===== src/rtl/exmem_stage_reg_if.sv =====
// EX/MEM handshake bundle: valid/ready plus control bits and payload of one op.
interface exmem_stage_reg_if #(
  parameter int unsigned DATA_W     = 32,
  parameter int unsigned REG_ADDR_W = 5
);
  logic                  valid;
  logic                  ready;
  logic                  reg_write;
  logic                  mem_write;
  logic                  mem_read;
  logic                  mem_to_reg;
  logic                  mem_src;
  logic                  ret;
  logic [REG_ADDR_W-1:0] dest_reg;
  logic [DATA_W-1:0]     ex;
  logic [DATA_W-1:0]     mem_write_data;

  // Producer side: drives the op, observes ready.
  modport master (
    output valid, reg_write, mem_write, mem_read, mem_to_reg, mem_src, ret,
           dest_reg, ex, mem_write_data,
    input  ready
  );

  // Consumer side: observes the op, drives ready.
  modport slave (
    input  valid, reg_write, mem_write, mem_read, mem_to_reg, mem_src, ret,
           dest_reg, ex, mem_write_data,
    output ready
  );
endinterface


===== src/rtl/exmem_stage_reg.sv =====
// EX/MEM pipeline register with valid/ready flow control, flush and an optional
// skid entry so that MEM back-pressure never reaches EX combinationally.
module exmem_stage_reg #(
  parameter int unsigned DATA_W     = 32,
  parameter int unsigned REG_ADDR_W = 5,
  parameter bit          SKID       = 1'b1
) (
  input  logic               clk,
  input  logic               rst,
  input  logic               flush,
  exmem_stage_reg_if.slave   ex_side,
  exmem_stage_reg_if.master  mem_side,
  output logic [1:0]         occupancy
);

  typedef struct packed {
    logic                  reg_write;
    logic                  mem_write;
    logic                  mem_read;
    logic                  mem_to_reg;
    logic                  mem_src;
    logic                  ret;
    logic [REG_ADDR_W-1:0] dest_reg;
    logic [DATA_W-1:0]     ex;
    logic [DATA_W-1:0]     mem_write_data;
  } entry_t;

  typedef enum logic [1:0] {EMPTY, ONE, TWO} state_t;

  state_t     state_q;
  entry_t     in_entry;
  entry_t     main_q;
  entry_t     skid_q;
  logic       main_valid_q;
  logic       skid_valid_q;
  logic       in_ready_q;
  logic [1:0] occ_q;
  logic       in_ready;
  logic       accept;
  logic       drain;

  // Keep payload, zero the control bits so an invalid slot looks like a bubble.
  function automatic entry_t bubble(input entry_t e);
    entry_t r;
    r            = e;
    r.reg_write  = 1'b0;
    r.mem_write  = 1'b0;
    r.mem_read   = 1'b0;
    r.mem_to_reg = 1'b0;
    r.mem_src    = 1'b0;
    r.ret        = 1'b0;
    return r;
  endfunction

  // Gather the incoming op into one entry.
  always_comb begin
    in_entry                = '0;
    in_entry.reg_write      = ex_side.reg_write;
    in_entry.mem_write      = ex_side.mem_write;
    in_entry.mem_read       = ex_side.mem_read;
    in_entry.mem_to_reg     = ex_side.mem_to_reg;
    in_entry.mem_src        = ex_side.mem_src;
    in_entry.ret            = ex_side.ret;
    in_entry.dest_reg       = ex_side.dest_reg;
    in_entry.ex             = ex_side.ex;
    in_entry.mem_write_data = ex_side.mem_write_data;
  end

  // With a skid slot ready is a flop; without one it must look through to MEM.
  assign in_ready = SKID ? in_ready_q : (!main_valid_q || mem_side.ready);
  assign accept   = ex_side.valid && in_ready;
  assign drain    = main_valid_q && mem_side.ready;

  // Occupancy FSM: main slot feeds MEM, skid slot only ever refills main (strict FIFO).
  always_ff @(posedge clk) begin
    if (rst) begin
      state_q      <= EMPTY;
      main_valid_q <= 1'b0;
      skid_valid_q <= 1'b0;
      main_q       <= '0;
      skid_q       <= '0;
      in_ready_q   <= 1'b1;
      occ_q        <= 2'd0;
    end else if (flush) begin
      state_q      <= EMPTY;
      main_valid_q <= 1'b0;
      skid_valid_q <= 1'b0;
      main_q       <= bubble(main_q);
      skid_q       <= bubble(skid_q);
      in_ready_q   <= 1'b1;
      occ_q        <= 2'd0;
    end else begin
      case (state_q)
        EMPTY: begin
          if (accept) begin
            main_q       <= in_entry;
            main_valid_q <= 1'b1;
            occ_q        <= 2'd1;
            state_q      <= ONE;
          end
        end
        ONE: begin
          if (accept && drain) begin
            main_q <= in_entry;
          end else if (accept && SKID) begin
            skid_q       <= in_entry;
            skid_valid_q <= 1'b1;
            in_ready_q   <= 1'b0;
            occ_q        <= 2'd2;
            state_q      <= TWO;
          end else if (drain) begin
            main_q       <= bubble(main_q);
            main_valid_q <= 1'b0;
            occ_q        <= 2'd0;
            state_q      <= EMPTY;
          end
        end
        TWO: begin
          if (drain) begin
            main_q       <= skid_q;
            skid_q       <= bubble(skid_q);
            skid_valid_q <= 1'b0;
            in_ready_q   <= 1'b1;
            occ_q        <= 2'd1;
            state_q      <= ONE;
          end
        end
        default: state_q <= EMPTY;
      endcase
    end
  end

  assign ex_side.ready           = in_ready;
  assign mem_side.valid          = main_valid_q;
  assign mem_side.reg_write      = main_q.reg_write;
  assign mem_side.mem_write      = main_q.mem_write;
  assign mem_side.mem_read       = main_q.mem_read;
  assign mem_side.mem_to_reg     = main_q.mem_to_reg;
  assign mem_side.mem_src        = main_q.mem_src;
  assign mem_side.ret            = main_q.ret;
  assign mem_side.dest_reg       = main_q.dest_reg;
  assign mem_side.ex             = main_q.ex;
  assign mem_side.mem_write_data = main_q.mem_write_data;
  assign occupancy               = occ_q;

endmodule


===== src/flat_wrapper.sv =====
// flat-port wrapper written by rule: the top's interface ports become plain ports
module exmem_stage_reg_flat 
#(
  parameter int unsigned DATA_W     = 32,
  parameter int unsigned REG_ADDR_W = 5,
  parameter bit          SKID       = 1'b1
)
  (clk, rst, flush, occupancy, ex_side_valid, ex_side_reg_write, ex_side_mem_write, ex_side_mem_read, ex_side_mem_to_reg, ex_side_mem_src, ex_side_ret, ex_side_dest_reg, ex_side_ex, ex_side_mem_write_data, ex_side_ready, mem_side_valid, mem_side_reg_write, mem_side_mem_write, mem_side_mem_read, mem_side_mem_to_reg, mem_side_mem_src, mem_side_ret, mem_side_dest_reg, mem_side_ex, mem_side_mem_write_data, mem_side_ready);
  exmem_stage_reg_if #(.DATA_W(DATA_W), .REG_ADDR_W(REG_ADDR_W)) ex_side_i ();
  exmem_stage_reg_if #(.DATA_W(DATA_W), .REG_ADDR_W(REG_ADDR_W)) mem_side_i ();
  input  logic clk;
  input  logic rst;
  input  logic flush;
  output logic [1:0] occupancy;
  input wire logic [$bits(ex_side_i.valid)-1:0] ex_side_valid;
  input wire logic [$bits(ex_side_i.reg_write)-1:0] ex_side_reg_write;
  input wire logic [$bits(ex_side_i.mem_write)-1:0] ex_side_mem_write;
  input wire logic [$bits(ex_side_i.mem_read)-1:0] ex_side_mem_read;
  input wire logic [$bits(ex_side_i.mem_to_reg)-1:0] ex_side_mem_to_reg;
  input wire logic [$bits(ex_side_i.mem_src)-1:0] ex_side_mem_src;
  input wire logic [$bits(ex_side_i.ret)-1:0] ex_side_ret;
  input wire logic [$bits(ex_side_i.dest_reg)-1:0] ex_side_dest_reg;
  input wire logic [$bits(ex_side_i.ex)-1:0] ex_side_ex;
  input wire logic [$bits(ex_side_i.mem_write_data)-1:0] ex_side_mem_write_data;
  output wire logic [$bits(ex_side_i.ready)-1:0] ex_side_ready;
  output wire logic [$bits(mem_side_i.valid)-1:0] mem_side_valid;
  output wire logic [$bits(mem_side_i.reg_write)-1:0] mem_side_reg_write;
  output wire logic [$bits(mem_side_i.mem_write)-1:0] mem_side_mem_write;
  output wire logic [$bits(mem_side_i.mem_read)-1:0] mem_side_mem_read;
  output wire logic [$bits(mem_side_i.mem_to_reg)-1:0] mem_side_mem_to_reg;
  output wire logic [$bits(mem_side_i.mem_src)-1:0] mem_side_mem_src;
  output wire logic [$bits(mem_side_i.ret)-1:0] mem_side_ret;
  output wire logic [$bits(mem_side_i.dest_reg)-1:0] mem_side_dest_reg;
  output wire logic [$bits(mem_side_i.ex)-1:0] mem_side_ex;
  output wire logic [$bits(mem_side_i.mem_write_data)-1:0] mem_side_mem_write_data;
  input wire logic [$bits(mem_side_i.ready)-1:0] mem_side_ready;
  assign ex_side_i.valid = ex_side_valid;
  assign ex_side_i.reg_write = ex_side_reg_write;
  assign ex_side_i.mem_write = ex_side_mem_write;
  assign ex_side_i.mem_read = ex_side_mem_read;
  assign ex_side_i.mem_to_reg = ex_side_mem_to_reg;
  assign ex_side_i.mem_src = ex_side_mem_src;
  assign ex_side_i.ret = ex_side_ret;
  assign ex_side_i.dest_reg = ex_side_dest_reg;
  assign ex_side_i.ex = ex_side_ex;
  assign ex_side_i.mem_write_data = ex_side_mem_write_data;
  assign ex_side_ready = ex_side_i.ready;
  assign mem_side_valid = mem_side_i.valid;
  assign mem_side_reg_write = mem_side_i.reg_write;
  assign mem_side_mem_write = mem_side_i.mem_write;
  assign mem_side_mem_read = mem_side_i.mem_read;
  assign mem_side_mem_to_reg = mem_side_i.mem_to_reg;
  assign mem_side_mem_src = mem_side_i.mem_src;
  assign mem_side_ret = mem_side_i.ret;
  assign mem_side_dest_reg = mem_side_i.dest_reg;
  assign mem_side_ex = mem_side_i.ex;
  assign mem_side_mem_write_data = mem_side_i.mem_write_data;
  assign mem_side_i.ready = mem_side_ready;
  exmem_stage_reg #(.DATA_W(DATA_W), .REG_ADDR_W(REG_ADDR_W), .SKID(SKID)) u_core (.clk(clk), .rst(rst), .flush(flush), .ex_side(ex_side_i), .mem_side(mem_side_i), .occupancy(occupancy));
endmodule

===== config.mk =====
export PLATFORM = sky130hd
export DESIGN_NAME = exmem_stage_reg_flat
export DESIGN_NICKNAME = d
export VERILOG_FILES = /design/src/rtl/exmem_stage_reg_if.sv /design/src/rtl/exmem_stage_reg.sv /design/src/flat_wrapper.sv
export SDC_FILE = /design/constraint.sdc
export NUM_CORES = 1
export LEC_CHECK = 0
export ABC_AREA = 1
export ABC_CLOCK_PERIOD_IN_PS = 2600
export CAP_MARGIN = 0
export CORE_UTILIZATION = 50
export CTS_BUF_LIST = sky130_fd_sc_hd__clkbuf_4 sky130_fd_sc_hd__clkbuf_8
export DETAILED_ROUTE_END_ITERATION = 8
export PLACE_DENSITY = 0.88
export SKIP_CTS_REPAIR_TIMING = 1
export SYNTH_ARGS = -nofsm -noshare
export SYNTH_HDL_FRONTEND = slang
export SYNTH_SLANG_ARGS = --single-unit

===== constraint.sdc =====
create_clock -name clk -period 2.6 [get_ports clk]
set_clock_uncertainty 0.1 [all_clocks]
set_input_delay 0.26 -clock clk [delete_from_list [all_inputs] [get_ports clk]]
set_output_delay 0.26 -clock clk [all_outputs]
set_load 0.03 [all_outputs]

### Word-level counts from Yosys, hierarchy flattened

Cells that the tools add are included.

* logic and storage cells: 76
* bits in read-only memories: 0
* memories kept: 0
* bits in registers: 156
* latch bits: 0
* RAM bits: 0

* multipliers: 0
* multiplexer cells: 24
* $lt $le $gt $ge: 0
* bitwise logic cells: 3
* equal/unequal tests: 12
* div/mod/pow operators: 0
* reductions and logical operators: 15
* shift-type cells: 0
* add/sub/neg operators: 0

Operators by type and width (number)
* 2-to-1 mux 75 bit: 6
* one-hot mux 75 bit (3 select lines): 1
* one-hot mux 75 bit (2 select lines): 1
* AND reduction 5 bit: 5
* one-hot mux 2 bit (3 select lines): 2
* 2-to-1 mux 2 bit: 5
* != test 2 x 1 -> 1 bit, second input constant: 5
* AND reduction 4 bit: 2
* 2-to-1 mux 1 bit: 7
* != test 3 x 1 -> 1 bit, second input constant: 2
* != test 2 bit, second input constant: 2
* one-hot mux 1 bit (2 select lines): 2
* nonzero test 2 bit: 2
* logical AND 1 bit: 3
* != test 3 bit, second input constant: 1
* NOT 1 bit: 3
* nonzero test 3 bit: 1
* == test 2 x 1 -> 1 bit, second input constant: 1
* == test 2 bit, second input constant: 1
* logical NOT 2 bit: 1
* OR reduction 2 bit: 1

### Depth between registers and ports, before layout

Gate-level depths: netlist (run 1).

* word-level depth: 5
* mapped depth: 11
* mapped depth without buffers: 9

### Worst setup path after synthesis (run 1)

OpenSTA, ideal clock, no wires.

* path type: register -> register
* start point: register u_core.state_q[0]
* end point: register u_core.main_q, in the netlist u_core.mem_side.ex[26]
* stages on the path, launching flop included: 11
* period minus slack after synthesis: 1710 ps
* setup slack: 890 ps
* setup time: 113 ps
* data arrival time: 1497 ps
* path through: dfxtp_1 > inv_1 > ha_1 > nand2_2 > nand2_1 > nor2_2 > nand2_1 > buf_4 > buf_2 > nor2_1 > nor2_1

* word-level cells in the longest chain between the ends: 3
* elaborated cells on any way between the ends: 9
* classes of those cells: eq/ne: 5; mux: 1; reduce/logical: 3

Ends and longest elaborated chain
* start, declared: line exmem_stage_reg.sv:30 `state_t state_q;`
* start signal, assigned: line exmem_stage_reg.sv:77 `state_q <= EMPTY;`
* start signal, assigned: line exmem_stage_reg.sv:85 `state_q <= EMPTY;`
* start signal, assigned: line exmem_stage_reg.sv:99 `state_q <= ONE;`
* == test 2 bit, or another cell as far along: line exmem_stage_reg.sv:93 `case (state_q)`
* != test 2 x 1 -> 1 bit (no line) or nonzero test 3 bit (tied branches)
* AND reduction 5 bit (no line)
* end signal, assigned: line exmem_stage_reg.sv:88 `main_q <= bubble(main_q);`
* end signal, assigned: line exmem_stage_reg.sv:96 `main_q <= in_entry;`
* end signal, assigned: line exmem_stage_reg.sv:104 `main_q <= in_entry;`
* end, declared: line exmem_stage_reg.sv:32 `entry_t main_q;`

Several ways; a longest one is shown, not always the timed one.
A chain may end at the register's enable or synchronous reset.

### Worst setup path after layout (run 1)

* start point: register u_core.state_q[1]
* end point: register u_core.main_q, in the netlist u_core.mem_side.mem_write_data[24]

The elaborated chain is that of the path after synthesis.

==> flow_metrics.env, run 1 <==
export IMPL_ir_worst_vdd_mv=0.376
export IMPL_cts_buffers_inserted=17
export IMPL_start_util=0.511
export IMPL_synthXorXnorAreaFrac=0
export IMPL_status="finished clean"
export IMPL_maxSlewViolCount=0
export IMPL_grt_overflow=0
export IMPL_wire_per_inst_um=11.1
export IMPL_multi_input_area_um2=3060
export IMPL_dpl_hpwl_um=10200
export IMPL_power_density_nw_per_um2=592
export IMPL_r2r_slack_ns=0.44
export IMPL_pre_cts_ws_ns=0.450
export IMPL_fin_crit_sh=0.832
export IMPL_reg2reg_depth=10
export IMPL_core_um2=13900
export IMPL_fp_dieW_um=121
export IMPL_intPower_uw=3810
export IMPL_drtIter0Drc=543
export IMPL_routed_wirelength_um=16000
export IMPL_synth_mux_area_fraction=0
export IMPL_cts_root_buf="clkbuf_8"
export IMPL_setup_ws_ns=0.438
export IMPL_gp_congestion=0.855
export IMPL_htreeDepth=4
export IMPL_grt_pass1_wl_um=26700
export IMPL_syn_area_per_cell_um2=6.38
export IMPL_worst_slew_pin_slew_ns=0.501
export IMPL_first_pass_iters=5
export IMPL_largest_register="u_core.skid_q"
export IMPL_io_pins=159
export IMPL_largest_register_ffs=75
export IMPL_max_freq_mhz=462
export IMPL_die_area_um2=14700
export IMPL_power_leakage_uw=0.00421
export IMPL_synthSimpleGateAreaFrac=0.314
export IMPL_whs_path_depth=3
export IMPL_p_clk_frac=0.313
export IMPL_cts_tree="done"
export IMPL_cp_start_kind="flip-flop"
export IMPL_clock_latency_ns=0.43
export IMPL_syn_nets=1197
export IMPL_clk_path_buf_depth=2
export IMPL_fin_crit_ns=2.16
export IMPL_endpoint_kind="flip-flop"
export IMPL_seq_area_um2=3120
export IMPL_drive_above_1_share=0.0478
export IMPL_synth_area_um2=7100
export IMPL_track_usage=0.226
export IMPL_slew_limit_headroom=0.666
export IMPL_path_max_fanout=32
export IMPL_ys_warn_count=0
export IMPL_synth_top_family_by_area="simple AND/OR/NAND/NOR gates"
export IMPL_p_seq_frac=0.479
export IMPL_switchingPower_uw=1610
export IMPL_die_h_um=121
export IMPL_synthAdderAreaFrac=0.00881
export IMPL_area_growth_syn_to_layout_pct=29.0
export IMPL_final_nets=1328
export IMPL_grt_max_degree=70
export IMPL_hold_path_class="in2reg"
export IMPL_swShare=0.297
export IMPL_portBuffers=158
export IMPL_clkSinkCount=156
export IMPL_hold_violations=0
export IMPL_clk_pin_slew_worst_paths_ns=0.08
export IMPL_worstPathRequired_ns=2.83
export IMPL_num_vias=6735
export IMPL_cp_arrival_ns=2.40
export IMPL_critPathKind="reg2reg"
export IMPL_rsz0062_at_grt="false"
export IMPL_finalSetupViolations=0
export IMPL_synth_seq_cells=156
export IMPL_fin_tns_setup_ns=0
export IMPL_vias_per_cell=4.69
export IMPL_ant_nets=0
export IMPL_synth_distinct_cells=22
export IMPL_power_frac_comb=0.208
export IMPL_synth_compound_area_frac=0.107
export IMPL_syn_inst=1112
export IMPL_fill_cells=1236
export IMPL_n_antenna_cell=0
export IMPL_antenna_found_initial=0
export IMPL_maxCapViolations=0
export IMPL_num_rows=43
export IMPL_first_global_vias=5866
export IMPL_drc=0
export IMPL_yosysSeqAreaShare=0.440
[synth_stat cells]
cell      number  area share
buf_6          7       0.011
inv_1        157       0.083
or2_2          1     0.00088
a21oi_1       80       0.056
o21ai_0       70       0.049
nand3_1       10      0.0070
inv_2          1     0.00053
clkbuf_1      21       0.011
nor2_2         2      0.0018
nor2_4         1      0.0016
nand2_4        1      0.0016
nand2_2        3      0.0026
dfxtp_1      156        0.44
buf_2         29       0.020
buf_4          4      0.0042
ha_1           5      0.0088
nor2_1       160       0.085
nand2_1      399        0.21
nand3b_1       1      0.0011
clkinv_1       1     0.00053
nor3_1         2      0.0014
o211ai_1       1      0.0011
[power by group through the flow]
stage / sequential (uW) / clock, uW / combinational [uW]
after floorplan: 2850 / 0 / 484
after global placement: 2650 / 0 / 1110
after detailed placement: 2650 / 0 / 1120
after CTS: 2600 / 1740 / 1130
after global routing: 2610 / 1850 / 1250
final: 2600 / 1690 / 1130
[placed cells by master, fill, tap and decap left out, drive strengths merged]
cell type / Yosys / final
inv: 158 / 159
a21oi: 80 / 80
nand3: 10 / 10
o211ai: 1 / 1
clkdlybuf4s50: 0 / 158
dfxtp: 156 / 156
clkbuf: 21 / 23
or2: 1 / 1
nor2: 163 / 163
clkinv: 1 / 6
buf: 40 / 15
clkinvlp: 0 / 3
ha: 5 / 5
o21ai: 70 / 70
nor3: 2 / 2
nand3b: 1 / 1
nand2: 403 / 403
[layer usage]
layer / vias to the layer above / routed length [um] / track usage
met2: 190 / 7280 / 0.364
met1: 2953 / 7600 / 0.298
met5: - / 0 / 0
met4: 0 / 172 / 0.0748
li1: 3577 / - / -
met3: 15 / 924 / 0.0498
[stage by stage]
step	hold WS [ns]	instances	utilization	total power (uW)	area, um2
floorplan	0.309	1112	-	3330	7100
global placement	0.330	1404	0.632	3750	8780
detailed placement	0.334	1404	0.632	3770	8780
CTS	0.280	1436	0.660	5460	9160
global route	0.304	1436	0.660	5710	9160
finish	0.315	1436	0.660	5420	9160
[cell families (layout without fill, tap and decap cells)]
logic type | Yosys count | after routing
AOI/OAI and AO/OA | 151 | 151
adders and majority gates | 5 | 5
buffers and inverters | 220 | 364
DFF | 156 | 156
and+or+nand+nor | 580 | 580
[worst max-delay path, stage by stage, from the launching register on]
cell and delay, ns:
dfxtp_1 0.35, inv_1 0.11, ha_1 0.29, inv_1 0.12
nor2_2 0.18, nor2_1 0.09, nand2_4 0.24, buf_4 0.37
nand2_1 0.09, nand2_1 0.08, nor2_1 0.05
[worst paths after layout]
| check | start | to |
|---|---|---|
| min | ex_side_ret | u_core.skid_q[69]$_SDFFE_PP0P_ |
| max | u_core.state_q[1]$_SDFFE_PP0P_ | u_core.mem_side.mem_write_data[24]$_SDFFE_PP0P_ |
| min reg2reg | u_core.skid_q[10]$_SDFFE_PP0P_ | u_core.skid_q[10]$_SDFFE_PP0P_ |
| max reg2reg | u_core.state_q[1]$_SDFFE_PP0P_ | u_core.mem_side.mem_write_data[24]$_SDFFE_PP0P_ |
[layout make-up]
| cell class | count | area share |
|---|---|---|
| sequential | 156 | 0.341 |
| multi-input combinational | 736 | 0.334 |
| timing repair buffer | 173 | 0.193 |
| inverter | 159 | 0.0655 |
| clock buffer | 23 | 0.0346 |
| tap | 180 | 0.0246 |
| clock inverter | 9 | 0.00656 |
No activity file was read; power rests on OpenSTA's default activity.
==> inputs of run 2 (changes only) <==
Settings changed: ABC_CLOCK_PERIOD_IN_PS 2600 to 2200.
Clock period 2.6 ns to 2.2 ns, I/O delays scaled along.
==> run 2 against run 1 <==
Against the previous run: maximum frequency is 6.5% higher; first-iteration DRC count is 3.1% lower; count of clock-buffer cells in the layout is 5 lower; sequential cell count stayed put; sequential power is 18% higher; combinational power is 19% higher; sequential share of layout area is 0.33 points lower; worst setup slack worse by 0.27 ns; via count is 0.68% higher; highest routed layer unchanged.
==> flow_metrics.env, run 2 (synthesis results as in run 1) <==
export IMPL_clock_latency_ns=0.45
export IMPL_fp_dieW_um=121
export IMPL_cts_buffers_inserted=17
export IMPL_ant_nets=0
export IMPL_intPower_uw=4930
export IMPL_cp_start_kind="flip-flop"
export IMPL_maxCapViolations=0
export IMPL_worst_path_stages=7
export IMPL_die_h_um=121
export IMPL_drive_above_1_share=0.0470
export IMPL_routed_wirelength_um=16400
export IMPL_hold_violations=0
export IMPL_drc=0
export IMPL_io_pins=159
export IMPL_crit_family="simple AND/OR/NAND/NOR gates"
export IMPL_first_pass_iters=5
export IMPL_final_nets=1328
export IMPL_cp_slowest_cell="dfxtp_1"
export IMPL_num_vias=6781
export IMPL_pre_cts_ws_ns=0.149
export IMPL_multi_input_area_um2=3060
export IMPL_ir_worst_vdd_mv=0.592
export IMPL_whs_path_depth=3
export IMPL_clk_pin_slew_worst_paths_ns=0.09
export IMPL_fin_tns_setup_ns=0
export IMPL_final_common_cell="nand2_1"
export IMPL_antenna_found_initial=0
export IMPL_rsz0062_at_grt="false"
export IMPL_grt_max_degree=139
export IMPL_setup_ws_ns=0.169
export IMPL_gp_congestion=0.854
export IMPL_swShare=0.286
export IMPL_max_freq_mhz=492
export IMPL_grt_pass1_wl_um=27100
export IMPL_switchingPower_uw=1980
export IMPL_start_util=0.511
export IMPL_track_usage=0.231
export IMPL_power_density_nw_per_um2=747
export IMPL_reg2reg_depth=7
export IMPL_htreeDepth=4
export IMPL_grt_overflow=0
export IMPL_cts_root_buf="clkbuf_8"
export IMPL_cp_cell_sequence="inv_1 > ha_1 > nor3_1 > nand2_4 > buf_12 > o21ai_0 > a21oi_1"
export IMPL_finalSetupViolations=0
export IMPL_status="finished clean"
export IMPL_die_area_um2=14700
export IMPL_clk_path_buf_depth=2
export IMPL_slew_limit_headroom=0.671
export IMPL_seq_area_um2=3120
export IMPL_fill_cells=1186
export IMPL_largest_register="u_core.skid_q"
export IMPL_p_clk_frac=0.362
export IMPL_endpoint_kind="flip-flop"
export IMPL_clkSinkCount=156
export IMPL_fin_crit_sh=0.923
export IMPL_largest_register_ffs=75
export IMPL_critPathBufInv=2
export IMPL_critPathKind="reg2reg"
export IMPL_wire_per_inst_um=11.4
export IMPL_maxSlewViolCount=0
export IMPL_num_rows=43
export IMPL_worstPathRequired_ns=2.43
export IMPL_power_frac_comb=0.194
export IMPL_fin_crit_ns=2.03
export IMPL_portBuffers=158
export IMPL_first_global_vias=6117
export IMPL_hold_path_class="in2reg"
export IMPL_area_growth_syn_to_layout_pct=30.2
export IMPL_drtIter0Drc=526
export IMPL_n_antenna_cell=0
export IMPL_worst_slew_pin_slew_ns=0.493
export IMPL_cp_arrival_ns=2.26
export IMPL_final_cell_mix="nand2_1, nor2_1, clkdlybuf4s50_1, dfxtp_1, inv_1"
export IMPL_p_seq_frac=0.444
export IMPL_cts_tree="done"
export IMPL_vias_per_cell=4.73
export IMPL_power_leakage_uw=0.00424
export IMPL_p_total_uw=6910
export IMPL_dpl_hpwl_um=10500
export IMPL_path_max_fanout=138
export IMPL_max_stage_delay_ns=0.42
export IMPL_core_um2=13900
run 2: power groups by stage:
stage	Combinational, uW	Clock, uW	Sequential (uW)
6_report	1340	2500	3070
5_1_grt	1480	2670	3090
4_1_cts	1340	2550	3070
3_5_place_dp	1330	0	3130
3_3_place_gp	1310	0	3130
2_1_floorplan	572	0	3370
run 2: area by class of cell:
| class | count | share of cell area |
|---|---|---|
| Clock buffer | 18 | 0.0268 |
| Clock inverter | 13 | 0.0231 |
| Inverter | 159 | 0.0648 |
| Multi-Input combinational cell | 736 | 0.331 |
| Sequential cell | 156 | 0.338 |
| Tap cell | 180 | 0.0244 |
| Timing Repair Buffer | 173 | 0.192 |
run 2: layer usage:
layer | part of all wire | track usage | vias up
met5 | 0 | 0 | -
met4 | 0.011 | 0.0826 | 0
met3 | 0.070 | 0.0602 | 18
met2 | 0.45 | 0.373 | 215
met1 | 0.47 | 0.297 | 2981
li1 | - | - | 3567
run 2: worst paths after layout:
| check | end | slack (ns) | from |
|---|---|---|---|
| max | u_core.skid_q[13]$_SDFFE_PP0P_ | 0.17 | u_core.state_q[0]$_SDFFE_PP0P_ |
| min | u_core.skid_q[69]$_SDFFE_PP0P_ | 0.26 | ex_side_ret |
| min reg2reg | u_core.skid_q[63]$_SDFFE_PP0P_ | 0.34 | u_core.skid_q[63]$_SDFFE_PP0P_ |
| max reg2reg | u_core.skid_q[13]$_SDFFE_PP0P_ | 0.17 | u_core.state_q[0]$_SDFFE_PP0P_ |
run 2: metrics by stage:
step / instance area, um2 / hold WS, ns / utilization / cells
global route: 9240 / 0.260 / 0.666 / 1435
floorplan: 7100 / 0.269 / - / 1112
detailed placement: 8780 / 0.333 / 0.632 / 1404
finish: 9240 / 0.256 / 0.666 / 1435
CTS: 9240 / 0.219 / 0.666 / 1435
global placement: 8780 / 0.329 / 0.632 / 1404
run 2: worst reg2reg max path, cell delays in order, from the launching register on:
cell     delay [ns]
dfxtp_1        0.42
inv_1          0.08
ha_1           0.28
nor3_1         0.35
nand2_4        0.09
buf_12         0.25
o21ai_0        0.29
a21oi_1        0.06
